<file path="config.mk">
export PLATFORM = sky130hd
export DESIGN_NAME = enemy_wave_scheduler
export DESIGN_NICKNAME = d
export VERILOG_FILES = /design/src/rtl/enemy_sched_pkg.sv /design/src/rtl/spawn_lfsr.sv /design/src/rtl/enemy_wave_scheduler.sv
export SDC_FILE = /design/constraint.sdc
export NUM_CORES = 1
export LEC_CHECK = 0
export CAP_MARGIN = 20
export CORE_MARGIN = 10
export CORE_UTILIZATION = 40
export DETAILED_ROUTE_END_ITERATION = 6
export PLACE_DENSITY = 0.59
export SYNTH_ARGS = -nofsm -noshare
export SYNTH_HDL_FRONTEND = slang
export SYNTH_SLANG_ARGS = --single-unit
</file>
<file path="constraint.sdc">
create_clock -name Clk -period 4.1 [get_ports Clk]
set_input_delay 1.025 -clock Clk [delete_from_list [all_inputs] [get_ports Clk]]
set_output_delay 1.025 -clock Clk [all_outputs]
set_load 0.05 [all_outputs]
</file>
<file path="src/rtl/enemy_sched_pkg.sv">
// Shared types and constants for the enemy wave scheduler: game states,
// spawn LFSR seed/taps and the on-screen clamp window for spawn_x.
package enemy_sched_pkg;

  typedef enum logic [1:0] {
    ST_IDLE  = 2'd0,
    ST_RUN   = 2'd1,
    ST_PAUSE = 2'd2,
    ST_OVER  = 2'd3
  } game_state_e;

  // Fibonacci LFSR x^10 + x^7 + 1: taps 10 and 7 are bit indices 9 and 6.
  localparam logic [9:0] LFSR_SEED   = 10'h155;
  localparam int         LFSR_TAP_HI = 9;
  localparam int         LFSR_TAP_LO = 6;

  localparam logic [9:0] SPAWN_X_MIN = 10'd5;
  localparam logic [9:0] SPAWN_X_MAX = 10'd605;

  localparam logic [3:0] WAVE_MAX  = 4'd9;
  localparam logic [7:0] SCORE_MAX = 8'd255;

  function automatic logic [9:0] clamp_x(input logic [9:0] v);
    if (v < SPAWN_X_MIN)      return SPAWN_X_MIN;
    else if (v > SPAWN_X_MAX) return SPAWN_X_MAX;
    else                      return v;
  endfunction

endpackage

</file>
<file path="src/rtl/spawn_lfsr.sv">
// Free-running 10-bit Fibonacci LFSR used as the spawn x-position source.
module spawn_lfsr
  import enemy_sched_pkg::*;
(
  input  logic       Clk,
  input  logic       RESET,
  output logic [9:0] lfsr
);

  always_ff @(posedge Clk or negedge RESET) begin
    if (!RESET) begin
      lfsr <= LFSR_SEED;
    end else begin
      lfsr <= {lfsr[8:0], lfsr[LFSR_TAP_HI] ^ lfsr[LFSR_TAP_LO]};
    end
  end

endmodule

</file>
<file path="src/rtl/enemy_wave_scheduler.sv">
// Game flow controller: sequences enemy slots, counts kills into score and
// waves, applies respawn delays and the inter-wave pause.
module enemy_wave_scheduler
  import enemy_sched_pkg::*;
#(
  parameter int NUM_SLOTS      = 4,
  parameter int RESPAWN_FRAMES = 120,
  parameter int KILLS_PER_WAVE = 8,
  parameter int PAUSE_FRAMES   = 180
) (
  input  logic                 Clk,
  input  logic                 RESET,
  input  logic                 frame_clk,
  input  logic                 start,
  input  logic                 dead,
  input  logic [NUM_SLOTS-1:0] kill,
  output logic [NUM_SLOTS-1:0] enemy_en,
  output logic [NUM_SLOTS-1:0] enemy_spawn,
  output logic [9:0]           spawn_x,
  output logic [3:0]           wave,
  output logic [7:0]           score,
  output logic [1:0]           game_state
);

  localparam int TW  = (RESPAWN_FRAMES > 0) ? $clog2(RESPAWN_FRAMES + 1) : 1;
  localparam int PW  = (PAUSE_FRAMES > 0) ? $clog2(PAUSE_FRAMES + 1) : 1;
  localparam int PCW = $clog2(NUM_SLOTS + 1);
  localparam int KCW = $clog2(KILLS_PER_WAVE + 2 * NUM_SLOTS + 1);

  localparam logic [TW-1:0]  RESPAWN_LOAD = TW'(RESPAWN_FRAMES);
  localparam logic [PW-1:0]  PAUSE_LOAD   = PW'(PAUSE_FRAMES);
  localparam logic [KCW-1:0] KILL_TARGET  = KCW'(KILLS_PER_WAVE);

  game_state_e          state;
  logic                 frame_d;
  logic                 frame_tick;
  logic [TW-1:0]        timer [NUM_SLOTS];
  logic [PW-1:0]        pause_cnt;
  logic [KCW-1:0]       kill_cnt;
  logic [9:0]           lfsr;

  logic [NUM_SLOTS-1:0] accepted;
  logic [NUM_SLOTS-1:0] spawn_vec;
  logic [PCW-1:0]       kill_pop;
  logic [8:0]           score_sum;
  logic [7:0]           score_next;
  logic [KCW-1:0]       kc_sum;
  logic                 found;

  assign game_state = state;

  spawn_lfsr u_lfsr (
    .Clk   (Clk),
    .RESET (RESET),
    .lfsr  (lfsr)
  );

  // frame_clk is only sampled here; the registered edge detect gives a
  // clean single-Clk tick two Clk after the frame_clk rising edge.
  always_ff @(posedge Clk or negedge RESET) begin
    if (!RESET) begin
      frame_d    <= 1'b0;
      frame_tick <= 1'b0;
    end else begin
      frame_d    <= frame_clk;
      frame_tick <= frame_clk & ~frame_d;
    end
  end

  always_comb begin
    accepted = kill & enemy_en;
    kill_pop = '0;
    for (int i = 0; i < NUM_SLOTS; i++) begin
      kill_pop = kill_pop + PCW'(accepted[i]);
    end
    score_sum  = {1'b0, score} + 9'(kill_pop);
    score_next = score_sum[8] ? SCORE_MAX : score_sum[7:0];
    kc_sum     = kill_cnt + KCW'(kill_pop);

    // Lowest eligible slot among the first wave+1; a slot being killed this
    // Clk is never eligible, so a same-cycle kill always wins.
    spawn_vec = '0;
    found     = 1'b0;
    if (state == ST_RUN && frame_tick) begin
      for (int i = 0; i < NUM_SLOTS; i++) begin
        if (!found && (i <= int'(wave)) && !enemy_en[i] &&
            (timer[i] == '0) && !accepted[i]) begin
          spawn_vec[i] = 1'b1;
          found        = 1'b1;
        end
      end
    end
  end

  // enemy_spawn[i] is a one-Clk strobe; spawn_x is valid only while some
  // strobe bit is high and simply holds its last value otherwise.
  always_ff @(posedge Clk or negedge RESET) begin
    if (!RESET) begin
      state       <= ST_IDLE;
      enemy_en    <= '0;
      enemy_spawn <= '0;
      spawn_x     <= '0;
      wave        <= '0;
      score       <= '0;
      kill_cnt    <= '0;
      pause_cnt   <= '0;
      for (int i = 0; i < NUM_SLOTS; i++) timer[i] <= '0;
    end else begin
      enemy_spawn <= '0;
      case (state)
        ST_IDLE, ST_OVER: begin
          if (start) begin
            state     <= ST_RUN;
            enemy_en  <= '0;
            wave      <= '0;
            score     <= '0;
            kill_cnt  <= '0;
            pause_cnt <= '0;
            for (int i = 0; i < NUM_SLOTS; i++) timer[i] <= '0;
          end
        end
        ST_RUN, ST_PAUSE: begin
          if (dead) begin
            state     <= ST_OVER;
            enemy_en  <= '0;
            pause_cnt <= '0;
            for (int i = 0; i < NUM_SLOTS; i++) timer[i] <= '0;
          end else begin
            score       <= score_next;
            enemy_en    <= (enemy_en & ~accepted) | spawn_vec;
            enemy_spawn <= spawn_vec;
            if (|spawn_vec) spawn_x <= clamp_x(lfsr);
            for (int i = 0; i < NUM_SLOTS; i++) begin
              if (accepted[i])                       timer[i] <= RESPAWN_LOAD;
              else if (frame_tick && timer[i] != '0) timer[i] <= timer[i] - TW'(1);
            end
            // Kills taken during a pause carry over and can trigger the next
            // advance on the first RUN cycle.
            if (state == ST_RUN && kc_sum >= KILL_TARGET) begin
              kill_cnt  <= kc_sum - KILL_TARGET;
              wave      <= (wave == WAVE_MAX) ? wave : wave + 4'd1;
              state     <= ST_PAUSE;
              pause_cnt <= PAUSE_LOAD;
            end else begin
              kill_cnt <= kc_sum;
              if (state == ST_PAUSE && frame_tick) begin
                if (pause_cnt <= PW'(1)) begin
                  pause_cnt <= '0;
                  state     <= ST_RUN;
                end else begin
                  pause_cnt <= pause_cnt - PW'(1);
                end
              end
            end
          end
        end
      endcase
    end
  end

endmodule

</file>
# After elaboration in Yosys (flattened, before gate mapping)
# Cells that the tools add are included.
# Widths: inputs -> output; s select.
[totals]
reg_bits = 85
inputBits = 9
out_inout_bits = 32
elab_cells = 160
[op_classes]
addsub = 12
magnitude_cmp = 7
eq_ne = 14
n_mux = 51
n_bitwise = 8
n_reduce_logical = 53
[ops]
columns = ["op", "count"]
rows = [
  ["$mux 28", 2],
  ["$mux 7", 8],
  ["$mux 8", 7],
  ["$pmux 28 s2", 1],
  ["$mux 4", 8],
  ["$pmux 8 s2", 2],
  ["$logic_not 7->1", 4],
  ["$reduce_bool 7->1", 4],
  ["$sub 7x1->7 const B", 4],
  ["$ne 4x4->1 const B", 6],
  ["$logic_and 1x1->1", 21],
  ["$mux 10", 2],
  ["$pmux 4 s2", 2],
  ["$mux 5", 3],
  ["$reduce_and 2->1", 6],
  ["$logic_not 1->1", 11],
  ["$gt 10x10->1 const B", 1],
  ["$lt 10x3->1 const B", 1],
  ["$mux 2", 5],
  ["$pmux 5 s2", 1],
  ["$add 8x3->9", 1],
  ["$mux 1", 9],
  ["$and 4x4->4", 2],
  ["$le 2x4->1 const A", 2],
  ["25 further kinds", 32],
]

# Longest topological paths before layout
# Gate-level depths: netlist (run 1).
[logic_depth]
word_depth = 29
mapped_depth = 16
mapped_depth_nobuf = 16

# Modules after synthesis
# A second synthesis (run 1) with hierarchy kept.
[hier_totals]
cells_unflattened = 495
area_unflattened_um2 = 4773.3
[by_module_without_submodules]
columns = ["mod", "n_inst", "cells_each", "area_per_inst_um2", "seq_area_each_um2"]
rows = [
  ["enemy_wave_scheduler", 1, 484, 4508.1, 1876.8],
  ["spawn_lfsr", 1, 11, 265.3, 256.5],
]

# Worst setup path after synthesis (run 1)
# OpenSTA, ideal clock, no wires.
[synth_timing]
kind = "input -> register"
start = "input port kill[0]"
end = "register pause_cnt[0]"
setup_time_ns = 0.127
t_arrival_ns = 4.396
path_slack_ns = -0.423
path_stages = 15
cell_sequence = "nand2_1 inv_1 fa_1 ha_1 ha_1 ha_1 a21o_1 a21oi_1 xnor2_1 inv_1 ha_1 nor2b_1 a211o_4 nand2_4 mux2_1"
[synth_between]
elab_chain_len = 10
[synth_lines]
columns = ["element", "line", "source"]
rows = [
  ["start, declared", "enemy_wave_scheduler.sv:16", "input logic [NUM_SLOTS-1:0] kill,"],
  ["$and 4x4->4 *", "enemy_wave_scheduler.sv:71", "accepted = kill & enemy_en;"],
  ["$add 1x1->2 *", "enemy_wave_scheduler.sv:74", "kill_pop = kill_pop + PCW'(accepted[i]);"],
  ["$add 2x1->3 *", "enemy_wave_scheduler.sv:74", ""],
  ["$add 3x1->3 *", "enemy_wave_scheduler.sv:74", ""],
  ["$add 5x3->5 *", "enemy_wave_scheduler.sv:78", "kc_sum = kill_cnt + KCW'(kill_pop);"],
  ["$ge 5x4->1 *", "enemy_wave_scheduler.sv:139", "if (state == ST_RUN && kc_sum >= KILL_TARGET) begin"],
  ["$logic_and 1x1->1 *", "enemy_wave_scheduler.sv:139", ""],
  ["$mux 8", "enemy_wave_scheduler.sv:139", ""],
  ["$mux 8", "enemy_wave_scheduler.sv:123", "if (dead) begin"],
  ["$pmux 8 s2", "enemy_wave_scheduler.sv:110", "case (state)"],
  ["end signal, assigned", "enemy_wave_scheduler.sv:151", "pause_cnt <= pause_cnt - PW'(1);"],
  ["end, declared", "enemy_wave_scheduler.sv:38", "logic [PW-1:0] pause_cnt;"],
]
# Every way passes the cells marked *; elsewhere a longest branch is shown, timed or not.
# A chain may end at the register's enable or synchronous reset.

# Worst setup path after layout (run 1)
[layout_timing]
start = "input port kill[1]"
end = "register wave[3]"
[layout_between]
elab_chain_len = 9
[layout_lines]
columns = ["element", "line", "source"]
rows = [
  ["$and 4x4->4", "enemy_wave_scheduler.sv:71", ""],
  ["$add 1x1->2", "enemy_wave_scheduler.sv:74", ""],
  ["$add 2x1->3", "enemy_wave_scheduler.sv:74", ""],
  ["$add 3x1->3", "enemy_wave_scheduler.sv:74", ""],
  ["$add 5x3->5", "enemy_wave_scheduler.sv:78", ""],
  ["$ge 5x4->1", "enemy_wave_scheduler.sv:139", ""],
  ["$logic_and 1x1->1", "enemy_wave_scheduler.sv:139", ""],
  ["$ne 2x2->1 (no source line)", "n/a", ""],
  ["$reduce_and 4->1 (no source line)", "n/a", ""],
  ["end signal, assigned", "enemy_wave_scheduler.sv:141", "wave <= (wave == WAVE_MAX) ? wave : wave + 4'd1;"],
  ["end, declared", "enemy_wave_scheduler.sv:20", "output logic [3:0] wave,"],
]
# No other way between the ends.

==> summary.md, run 1 <==
| Metric | Value |
|---|---|
| Root Driver | clkbuf_16 |
| Unique masters post-synth | 66 |
| Crit end category | register |
| Register bit total from synthesis | 85 |
| First-pass GRT wire length | 19.4 mm |
| HP Class | register to register |
| Share of layout cells above drive strength 1 | 0.187 |
| Die X | 128 um |
| Synth warnings | 0 |
| Via count | 3926 |
| Top post-synthesis cells by area | dfrtp_1 (43%), ha_1 (6.2%), o21ai_0 (4.7%) |
| Clock Sink Count | 85 |
| Vias per inst | 5.52 |
| Final Cycle Share | 0.984 |
| Final setup violating endpoints | 0 |
| Pwr/cell area | 690 mW/mm^2 |
| Share of the yosys chip area belonging to registers | 0.457 |
| DRC viols | 0 |
| Initial Util | 0.409 |
| FP Rows | 39 |
| Top cell type by total area after synthesis | dfrtp_1 |
| Fin cells | 711 |
| EDFF count, synth | 0 |
| Total I/O pin count | 41 |
| Worst VDD drop | 0.487 mV |
| Initial antenna violation count | 0 |
| Post-synth top cells | dfrtp_1 (80), nor2_1 (49), o21ai_0 (44), inv_1 (36), nand2_1 (29) |
| Hold Buf Count CTS | 0 |
| Mapped cell area | 0.00467 mm^2 |
| DP Wirelength | 8.21 mm |
| Max Cap Viol | 0 |
| Core ar. | 0.0114 mm^2 |
| Starting DRT DRC Count | 272 |
| Highest clock rate | 0.248 GHz |
| Setup CP Type | primary input to register |
| Worst-path fanout max | 5 |
| Final number of hold-violating endpoints | 0 |
| Leak | 2.74 nW |
| Synth top area share | 0.429 |
| Post-route design area | 0.00589 mm^2 |
| Async S/R FF share, synth | 1.00 |
| Number of H-tree levels | 3 |
| Min cycle time layout | 4030 ps |
| Diode count | 0 |
| Critical Path Start Type | primary input |
| Worst Max-Slew Pin Slew | 976 ps |
| Die Height | 128 um |
| Syn Nets | 521 |
| GRT Overall Usage | 0.145 |
| CP Data Arrival Time | 4310 ps |
| Average size of a mapped cell | 9.61 um^2 |
| GR Overflow Total | 0 |
| Clk Latency, worst-skew pair | 350 ps |
| Cell count after synthesis | 486 |
| Post-DR wirelength/cell | 16.2 um |
| Clock Skew | 12.1 ps |
| CTS tree | yes |
| Dpl cell area | 0.00553 mm^2 |
| Pin count of the biggest net entering global routing | 76 |
| Critical Path RT | 4380 ps |
| CTS Buffer Depth | 2 |
| Number of global-route vias before repair | 3887 |
| CTS Buf Count | 9 |
| Final nets | 598 |
| Routed wire length | 11.5 mm |
| Port bufs | 40 |
| Rel. slew slack | 0.350 |
| Routed Antenna Nets | 0 |
| Pre-antenna DRT Iters | 5 |
| Area growth, synth to finish | 26.2% |
| CTS clk-pin slew, worst paths | 70 ps |
| Gp weighted congestion | 0.896 |
| Final Slew Violations | 0 |
| Status | finished, final reports clean |
| Top FF cell, synth | dfrtp_1 |
| Cells after DPL | 693 |
| Most common cell in the synthesized netlist | dfrtp_1 |
| Die area | 0.0164 mm^2 |
-- power breakdown --
part           switching [mW]  internal (mW)  leakage [nW]  total, mW
sequential              0.181           1.02          1.12       1.20
combinational            1.21          0.798          1.47       2.01
clock                   0.370          0.485         0.150      0.854
total                    1.76           2.30          2.74       4.07
-- flip-flops by register name (all words and copies together) (netlist names), 2 cells and up --
register	flops
timer	28
enemy_spawn	4
wave	4
score	8
u_lfsr.lfsr	10
kill_cnt	5
game_state	2
spawn_x	10
pause_cnt	8
enemy_en	4
-- cell usage in the layout, fill, tap and decap left out, types with 7 or more instances in the layout --
cell and instances:
o21ai_0 44, buf_4 34, nor2_1 48, nor3_1 16, dfrtp_1 80, ha_1 20
inv_1 33, nor2b_1 11, clkdlybuf4s50_1 36, a21oi_1 25, a21o_1 11, nand2b_1 8
a31oi_1 14, nand3_1 17, clkbuf_16 9, mux2_2 7, nand2_1 26
-- layout make-up --
| class | count | area [um^2] |
|---|---|---|
| repair buffers | 74 | 653 |
| fillers | 1050 | 5520 |
| flip-flops and latches | 85 | 2130 |
| clock inverters | 6 | 76.3 |
| clock buffers | 10 | 229 |
| inverters | 36 | 135 |
| well taps | 143 | 179 |
| multi-input cells | 357 | 2490 |
-- per-stage QoR --
stage	hold slack, ps	setup WS [ps]	total power, mW	utilization	TNS (ps)
6_report	401	67.3	4.07	0.516	0
5_1_grt	414	-9.49	4.38	0.516	-9.49
4_1_cts	399	2.45	4.05	0.511	0
3_5_place_dp	383	-580	3.17	0.485	-8590
3_3_place_gp	386	-546	3.13	0.485	-7910
2_1_floorplan	378	8.76	2.60	-	0
-- kinds of logic (layout without fill, tap and decap cells) --
family	count (synthesis)	count (layout)	share of synthesized area
buffers and inverters	44	126	0.0359
xor gates and xnor gates	6	6	0.0113
adders and majority gates	26	26	0.0745
DFF	85	85	0.457
and+or+nand+nor	167	167	0.184
muxes	14	14	0.0324
AOI/OAI and AO/OA	144	144	0.205
-- worst max-delay path, stage by stage --
cell	delay (ps)
dlygate4sd2_1	260
nand2_2	90
inv_2	50
fa_1	510
ha_4	190
ha_4	270
inv_1	50
fa_2	370
and2b_2	250
o211ai_2	120
nor2b_4	160
ha_4	170
nor2b_4	150
a211oi_4	80
or4_4	490
o21ai_2	70
-- final timing paths --
check	startpoint	to	slack (ps)	cells past startpoint
setup / recovery	kill[1]	wave[3]	70	16
max in group asynchronous	RESET	u_lfsr.lfsr[8]	2460	2
hold / removal	frame_d	frame_tick	400	1
setup reg to reg	enemy_en[0]	wave[3]	560	15
hold reg to reg	frame_d	frame_tick	400	1
min in group asynchronous	RESET	spawn_x[2]	840	1
-- layer usage --
| layer | vias up | GRT usage | part of all wire |
|---|---|---|---|
| met4 | 0 | 0.0629 | 0.023 |
| met3 | 23 | 0.0430 | 0.058 |
| li1 | 1909 | - | - |
| met2 | 87 | 0.216 | 0.45 |
| met5 | - | 0 | 0 |
| met1 | 1907 | 0.192 | 0.47 |
-- timing repair --
item / in CTS / in global routing
endpoints found under the setup margin: 16 / 14
resized for setup: 4 / 9
buffers inserted: 0 / 2
pin swaps: 3 / 5
cloned: 0 / 0
Note: power is estimated with default switching activity, not from simulation.
==> run 2: changes to the inputs <==
--- a/config.mk
+++ b/config.mk
@@ -10,6 +10,7 @@
 export CORE_UTILIZATION = 40
 export DETAILED_ROUTE_END_ITERATION = 6
 export PLACE_DENSITY = 0.59
+export REMOVE_ABC_BUFFERS = 1
 export SYNTH_ARGS = -nofsm -noshare
 export SYNTH_HDL_FRONTEND = slang
 export SYNTH_SLANG_ARGS = --single-unit
==> run 2 against run 1 <==
Die area unchanged. Largest cell class unchanged. First-iteration DRC count increased by 27%. Largest power group unchanged. Critical path depth increased by 11. Hold slack improved by 0.74 ps. Fmax increased by 0.21%. Clock skew decreased by 5.4 ps. Routed wire length increased by 6.5%. Register-to-register slack got worse by 130 ps. Worst setup slack improved by 8.6 ps.
==> summary.md, run 2 (same netlist as run 1, synthesis figures left out) <==
| Metric | Value |
|---|---|
| CTS Buf Count | 9 |
| Pwr/cell area | 677 mW/mm^2 |
| Worst VDD drop | 0.476 mV |
| Clock Sink Count | 85 |
| CTS Buffer Depth | 2 |
| Final number of hold-violating endpoints | 0 |
| Commonest non-fill, non-tap cell in the layout | dfrtp_1 |
| Number of fill cells | 1039 |
| Routed Antenna Nets | 0 |
| First-pass GRT wire length | 20.3 mm |
| Area growth, synth to finish | 31.8% |
| Highest clock rate | 0.249 GHz |
| Pin count of the biggest net entering global routing | 71 |
| Slowest stage cell, crit path | o21ba_4 |
| Port bufs | 40 |
| Crit path buf inv count | 22 |
| Initial antenna violation count | 0 |
| Max reg flops | 28 |
| Crit-path max cell delay | 240 ps |
| GR Overflow Total | 0 |
| Core ar. | 0.0114 mm^2 |
| Via count | 4035 |
| CP Data Arrival Time | 4310 ps |
| CP top delay family | buffers and inverters |
| Initial Util | 0.409 |
| Root Driver | clkbuf_16 |
| Share of layout cells above drive strength 1 | 0.240 |
| Leading registers by flop count | timer (28), spawn_x (10), u_lfsr.lfsr (10) |
| Hold slack final | 402 ps |
| Leak | 2.86 nW |
| FF-to-FF Start | enemy_en[1] |
| RSZ-0062 raised after global routing | true |
| Power Total | 4.17 mW |
| Crit end category | register |
| Vias per inst | 5.40 |
| Final Cycle Share | 0.981 |
| Final WS setup | 75.9 ps |
| Die area | 0.0164 mm^2 |
| R2R cell count | 16 |
| Hold Crit Depth | 1 |
| Most used cell, CP | buf_4 |
| Worst R2R Setup Slack | 430 ps |
| Post-DR wirelength/cell | 16.4 um |
| HP Class | register to register |
| Routed wire length | 12.3 mm |
| Setup CP Type | primary input to register |
| Clock Skew | 6.72 ps |
| Final core occ | 0.539 |
| WHS Endpoint | frame_tick |
| Rel. slew slack | 0.399 |
| Status | finished, final reports clean |
| Most frequent cells in the layout | dfrtp_1 (80), buf_4 (67), nor2_1 (49) |
| Total I/O pin count | 41 |
| Pre-antenna DRT Iters | 4 |
| CTS tree | yes |
| DP Wirelength | 8.14 mm |
| GRT Overall Usage | 0.153 |
| Number of global-route vias before repair | 4059 |
| Worst Max-Slew Pin Slew | 901 ps |
| Post-Place Worst Slack | -758 ps |
| Min cycle time layout | 4020 ps |
| Number of H-tree levels | 3 |
| Clk Latency, worst-skew pair | 350 ps |
| Worst setup startpoint | kill[0] |
| Dpl cell area | 0.00554 mm^2 |
| Final setup violating endpoints | 0 |
| Min-delay src | frame_d |
| Critical Path Start Type | primary input |
| Final nets | 634 |
| Reg with most FFs | timer |
| Die Height | 128 um |
| Post-route design area | 0.00616 mm^2 |
| Gp weighted congestion | 0.864 |
| FP Rows | 39 |
| Diode count | 0 |
| Max Cap Viol | 0 |
| Starting DRT DRC Count | 346 |
| CTS clk-pin slew, worst paths | 60 ps |
| Hold Buf Count CTS | 0 |
| Worst-path fanout max | 5 |
| Die X | 128 um |
| Reg2reg end | pause_cnt[1] |
| Critical Path RT | 4390 ps |
| Final Slew Violations | 0 |
| DRC viols | 0 |
[run 2: changes by cell type in the layout (fill, tap and decap cells not counted), sizes merged]
cell         change
inv              -1
clkbuf           +3
dlygate4sd2      -3
clkinvlp         +1
buf             +35
clkinv           +1
bufinv           -1
o21ai            +1
[run 2: worst max-delay path by stage]
| stage | to | slack (ps) | depth (start not counted) |
|---|---|---|---|
| 5_1_grt | timer[26] | -10 | 27 |
| 3_5_place_dp | wave[0] | -760 | 19 |
| 4_1_cts | pause_cnt[1] | 2 | 17 |
| 3_3_place_gp | pause_cnt[1] | -670 | 17 |
| 2_1_floorplan | pause_cnt[0] | -430 | 15 |
| 6_report | timer[25] | 80 | 27 |
[run 2: report_power, final]
group	internal (mW)	leakage, nW	switching (mW)
registers	1.02	1.12	0.187
clock network	0.422	0.136	0.376
logic	0.903	1.61	1.26
total	2.34	2.86	1.82
[run 2: layout make-up]
class | count | area, um^2 | area share
Multi-Input combinational cell | 358 | 2510 | 0.407
Sequential cell | 85 | 2130 | 0.346
Timing Repair Buffer | 109 | 921 | 0.150
Clock buffer | 10 | 229 | 0.0372
Tap cell | 143 | 179 | 0.0291
Inverter | 36 | 135 | 0.0219
Clock inverter | 6 | 53.8 | 0.00874
[run 2: per-layer routing]
layer,up-vias,track usage,share of wire
li1,1986,-,-
met1,1958,0.195,0.46
met2,76,0.243,0.47
met3,15,0.0414,0.044
met4,0,0.0589,0.019
met5,-,0,0
[run 2: timing repair]
| item | CTS | global route |
|---|---|---|
| buffers inserted | 27 | 1 |
| pin swaps | 10 | 11 |
| gates resized for setup | 23 | 20 |
| setup endpoints to repair | 16 | 23 |
| gates cloned | 0 | 1 |
[run 2: worst register-to-register path: stages, from the launching register on]
cell and delay (ps):
dfrtp_1 440, nand2_1 120, inv_2 50, fa_1 490, ha_4 190, ha_4 260, inv_1 50, fa_2 360
and2b_2 240, o22ai_2 90, nor2b_2 200, ha_4 170, nor2b_4 40, buf_6 120, a211o_4 340, nand2_4 100
mux2_4 300
[run 2: per-stage QoR]
step | setup TNS (ps) | cells
6_report | 0 | 747
5_1_grt | -15.5 | 747
3_3_place_gp | -10600 | 702
4_1_cts | 0 | 745
2_1_floorplan | -5130 | 478
3_5_place_dp | -11970 | 702
